`src/rtl/seq_add16_ctrl.sv`:
```
// ---------------------------------------------------------------------------
// seq_add16_ctrl
//   Multi-cycle adder/subtractor. One SLICE-bit adder is reused once per
//   clock to process a WIDTH-bit operation, least-significant slice first.
//   Subtraction is done as a + ~b + 1, so cout = 1 means "no borrow".
//
// Ports
//   clk    in   single clock, rising edge
//   rst    in   asynchronous, active-high reset
//   start  in   begin an operation (sampled only in IDLE)
//   sub    in   0 = a + b + cin, 1 = a - b (sampled with start)
//   a, b   in   WIDTH-bit operands (sampled with start)
//   cin    in   carry-in for add (sampled with start, ignored for sub)
//   busy   out  high while slices are being processed (RUN)
//   done   out  one-cycle pulse when sum/cout hold a new result (DONE)
//   sum    out  registered result of the last completed operation
//   cout   out  registered carry-out of the last completed operation
// ---------------------------------------------------------------------------
module seq_add16_ctrl #(
  parameter int WIDTH = 16,
  parameter int SLICE = 4
) (
  input  logic             clk,
  input  logic             rst,
  input  logic             start,
  input  logic             sub,
  input  logic [WIDTH-1:0] a,
  input  logic [WIDTH-1:0] b,
  input  logic             cin,
  output logic             busy,
  output logic             done,
  output logic [WIDTH-1:0] sum,
  output logic             cout
);

  localparam int NSLICE = WIDTH / SLICE;
  localparam int IDX_W  = (NSLICE > 1) ? $clog2(NSLICE) : 1;
  localparam logic [IDX_W-1:0] LAST_IDX = IDX_W'(NSLICE - 1);

  if ((WIDTH % SLICE) != 0) begin : g_bad_width
    $error("seq_add16_ctrl: WIDTH must be a multiple of SLICE");
  end

  typedef enum logic [1:0] {
    IDLE = 2'd0,
    RUN  = 2'd1,
    DONE = 2'd2
  } state_e;

  state_e             state_q, state_d;
  logic [IDX_W-1:0]   idx_q,   idx_d;
  logic               carry_q, carry_d;
  logic [WIDTH-1:0]   op_a_q,  op_a_d;
  logic [WIDTH-1:0]   op_b_q,  op_b_d;
  logic [WIDTH-1:0]   res_q,   res_d;
  logic [WIDTH-1:0]   sum_q,   sum_d;
  logic               cout_q,  cout_d;
  logic [SLICE:0]     slice_sum;

  // The one shared slice adder: current slice of both operands plus carry.
  always_comb begin
    slice_sum = {1'b0, op_a_q[idx_q*SLICE +: SLICE]}
              + {1'b0, op_b_q[idx_q*SLICE +: SLICE]}
              + {{SLICE{1'b0}}, carry_q};
  end

  // Next-state and datapath update.
  always_comb begin
    // NOTE: every signal gets a hold default first so no path through the
    // case leaves it unassigned, which would otherwise infer a latch.
    state_d = state_q;
    idx_d   = idx_q;
    carry_d = carry_q;
    op_a_d  = op_a_q;
    op_b_d  = op_b_q;
    res_d   = res_q;
    sum_d   = sum_q;
    cout_d  = cout_q;

    unique case (state_q)
      IDLE: begin
        if (start) begin
          op_a_d  = a;
          // Subtract is a + ~b + 1: invert b now and seed the carry with 1.
          op_b_d  = sub ? ~b : b;
          carry_d = sub ? 1'b1 : cin;
          idx_d   = '0;
          state_d = RUN;
        end
      end

      RUN: begin
        res_d[idx_q*SLICE +: SLICE] = slice_sum[SLICE-1:0];
        carry_d = slice_sum[SLICE];
        idx_d   = idx_q + 1'b1;
        if (idx_q == LAST_IDX) begin
          // res_d already contains the final slice written just above, so
          // sum is published complete and never shows partial results.
          sum_d   = res_d;
          cout_d  = slice_sum[SLICE];
          state_d = DONE;
        end
      end

      DONE: state_d = IDLE;

      default: state_d = IDLE;
    endcase
  end

  // NOTE: sequential state uses non-blocking assignments so every flop
  // samples the values from before the edge, independent of block order.
  // Operand and result registers are reset too because the reset state of
  // sum/cout and the internal registers is part of the defined behaviour.
  always_ff @(posedge clk or posedge rst) begin
    if (rst) begin
      state_q <= IDLE;
      idx_q   <= '0;
      carry_q <= 1'b0;
      op_a_q  <= '0;
      op_b_q  <= '0;
      res_q   <= '0;
      sum_q   <= '0;
      cout_q  <= 1'b0;
    end else begin
      state_q <= state_d;
      idx_q   <= idx_d;
      carry_q <= carry_d;
      op_a_q  <= op_a_d;
      op_b_q  <= op_b_d;
      res_q   <= res_d;
      sum_q   <= sum_d;
      cout_q  <= cout_d;
    end
  end

  assign busy = (state_q == RUN);
  assign done = (state_q == DONE);
  assign sum  = sum_q;
  assign cout = cout_q;

endmodule
```
`config.mk`:
```
export PLATFORM = sky130hd
export DESIGN_NAME = seq_add16_ctrl
export DESIGN_NICKNAME = d
export VERILOG_FILES = /design/src/rtl/seq_add16_ctrl.sv
export SDC_FILE = /design/constraint.sdc
export NUM_CORES = 1
export LEC_CHECK = 0
export BUFFER_PORTS_ARGS = -buffer_cell sky130_fd_sc_hd__clkbuf_2
export CAP_MARGIN = 20
export CORE_MARGIN = 8
export CORE_UTILIZATION = 50
export DETAILED_ROUTE_END_ITERATION = 8
export PLACE_DENSITY = 0.77
export SETUP_SLACK_MARGIN = 0.2
export SYNTH_ARGS = -nofsm -noshare
export SYNTH_HDL_FRONTEND = slang
export SYNTH_SLANG_ARGS = --single-unit
```
`constraint.sdc`:
```
create_clock -name clk -period 2.6 [get_ports clk]
set_clock_uncertainty 0.05 [all_clocks]
set_input_delay 0.52 -clock clk [delete_from_list [all_inputs] [get_ports clk]]
set_output_delay 0.52 -clock clk [all_outputs]
set_load 0.03 [all_outputs]
```
==> summary.txt <==
Status
  • Status: finished, violations left
  • Failing checks: negative setup slack

Route
  • DRC viols: 0
  • Post-DRT Antenna Nets: 0
  • DR iter-0 viols: 95
  • Drt first pass iters: 5
  • Drt total wl: 7.74 mm
  • Routed via count: 2457
  • Vias per inst: 5.71
  • Routed WL per cell: 18.0 µm

Synth
  • Post-synth cell types: 31
  • Synth Warn #: 0
  • Synth Instances: 276
  • Mapped Nets: 324
  • Share of the synthesized area in the top cell type: 53.0%
  • Synth area leader: dfrtp_1
  • Async set or reset register ratio after synthesis: 100%
  • Synth Area per Inst: 12.0 µm²
  • Flops & latches, synth: 70
  • Mapped Area: 3310 µm²
  • Seq/Total Area, Yosys: 53.0%
  • Synth Flop Type: dfrtp_1
  • Largest cells by area after synthesis: dfrtp_1 53%, mux2_2 5.4%, mux4_2 5.4%
  • Post-synth EDFFs: 0

Worst setup path
  • Worst Path Class, Setup: register to register
  • Crit start category: register
  • Reg-to-Reg End: res_q[10]
  • Crit-path max FO: 5
  • CP startpoint: idx_q[0]
  • R2R Setup Slk: -0.02 ns
  • Worst EP required: 2.79 ns
  • Worst EP arrival: 2.81 ns
  • Worst Reg-to-Reg Cells: 7
  • Setup crit end: res_q[10]
  • RR Startpoint: idx_q[0]
  • Setup crit end kind: register

Placed design
  • Placed inst area: 3800 µm²
  • PortBufs: 55
  • Placed insts: 407
  • HPWL after DPL: 5.48 mm
  • Final Wtd Congestion: 0.813

STA
  • Worst Tran Pin Value: 0.636 ns
  • FMAX: 381 MHz
  • RSZ-0062 raised after global routing: yes
  • Relative slew margins: 57.6%
  • Fin. max-slew vios: 0
  • Final Critical Period: 2.62 ns
  • Final setup viols: 6
  • Worst hold slack: 0.175 ns
  • Final worst slack: -0.0220 ns
  • Final hold violation count: 0
  • Fin crit share: 101%

Layout
  • # nets final: 397
  • Post-route cell area: 4150 µm²
  • Most common cell after layout, fill and taps aside: dfrtp_1
  • Util after Layout: 65.0%
  • Non-filler cells, final: 430
  • Most frequent cells in the layout: 69 x dfrtp_1, 55 x clkbuf_2, 45 x nor2_1
  • Diodes inserted: 0
  • Layout cells sized above 1: 41.6%
  • Area growth, synth to finish: 25.6%

CTS
  • CTS tree: built
  • Cts bufs inserted: 9
  • Htree depth: 3
  • Clock Path Buffers: 2
  • Worst-path clk slew: 0.07 ns
  • Clk sinks: 70
  • Skew-Pair Late Insertion Delay: 0.35 ns
  • CTS root buffer: clkbuf_8
  • CTS Hold Bufs: 0

Min path
  • Hold WC Path Type: input port to asynchronous set/reset pin

Pwr
  • Total power: 6.74 mW
  • LEAKAGE: 1.85 nW
  • Power per standard cell area: 1620 nW/µm²
  • Worst vdd ir: 0.00103 V

Run
  • Total of max-cap violations: 0

GRT
  • Initial antenna violation count: 0
  • Gr usage total: 17.1%
  • Largest net degree at the start of global routing: 42
  • Global route total overflow: 0
  • Number of global-route vias before repair: 2660
  • First-pass GRT wire length: 13.0 mm

Die
  • Top Ports: 56
  • Die area: 9470 µm²
  • Core ar.: 6390 µm²
  • Die X: 97.3 µm
  • Starting Density: 51.8%
  • Row count: 29
  • Height of the die: 97.3 µm
## power breakdown
| group | switching, mW | total (mW) | internal [mW] |
|---|---|---|---|
| clock network | 0.402 | 0.793 | 0.391 |
| registers | 0.309 | 1.89 | 1.58 |
| logic | 2.25 | 4.05 | 1.80 |
## cell usage after synthesis (2+ instances only)
cell type  instances
buf_2              9
o21ai_0            4
clkbuf_1           5
xnor2_1           16
nand2_1            9
mux4_2             8
fa_1               2
o22ai_1            2
dfrtp_1           70
ha_1               9
a221oi_1          12
a32oi_1            4
a21oi_1           22
buf_1              2
a22o_1             5
and2_1             2
a21o_1             2
inv_1              9
a32o_1            12
nor2_1            46
mux2_2            16
## repair_timing
action / CTS / global route
setup endpoints to repair: 27 / 27
pin swaps: 9 / 5
buffers inserted: 3 / 5
resized for setup: 16 / 1
## how the worst min path moves through the flow
stage                     startpoint  slack, ns   endpoint  cells past startpoint
after global routing             rst       0.22  op_a_q[1]                      2
after detailed placement   res_q[15]       0.43  res_q[15]                      1
after CTS                        rst       0.19  op_a_q[4]                      2
after floorplan             res_q[0]       0.42   res_q[0]                      1
after global placement          cout       0.42       cout                      2
final                            rst       0.18  op_a_q[1]                      2
## layer usage
metal / up-vias / global-route usage, % / share of wire, %
li1: 1144 / - / -
met2: 91 / 28.6 / 51
met3: 22 / 4.55 / 4.8
met5: - / 0 / 0
met4: 0 / 8.74 / 2.8
met1: 1200 / 19.8 / 41
## cell families (layout without fill, tap and decap cells)
| group | count (synthesis) | count (layout) | share of synthesized area (%) |
|---|---|---|---|
| DFF | 70 | 70 | 53.0 |
| buffers and inverters | 26 | 103 | 3.29 |
| muxes | 24 | 24 | 10.9 |
| adders and majority gates | 11 | 11 | 4.62 |
| AOI/OAI and AO/OA | 64 | 64 | 14.3 |
| xor gates and xnor gates | 17 | 17 | 4.50 |
| and+or+nand+nor | 64 | 64 | 9.46 |
## sequential cells by signal (all words and copies together), names as in the netlist
register  count
op_b_q       16
cout          1
res_q        16
op_a_q       16
state_q       2
sum          16
carry_q       1
idx_q         2
## per-stage QoR
step	TNS (ns)	worst slack [ns]
detailed placement	-0.109	-0.0224
CTS	0	0.0216
global placement	0	0.0532
floorplan	0	0.0185
global route	-0.490	-0.0714
finish	-0.0484	-0.0220
## final cells by class
| cell class | instances | area, µm² |
|---|---|---|
| well taps | 77 | 96.3 |
| multi-input cells | 180 | 1610 |
| fillers | 494 | 2230 |
| clock inverters | 3 | 20.0 |
| clock buffers | 12 | 155 |
| repair buffers | 78 | 480 |
| inverters | 10 | 37.5 |
| flip-flops and latches | 70 | 1750 |
## critical path, cell delays in order (launching register included)
cell	delay, ns
dfrtp_2	0.40
buf_4	0.15
mux4_2	0.52
fa_2	0.38
fa_2	0.40
xor2_4	0.19
and2_4	0.19
a22o_1	0.23
No activity file was read; power rests on OpenSTA's default activity.
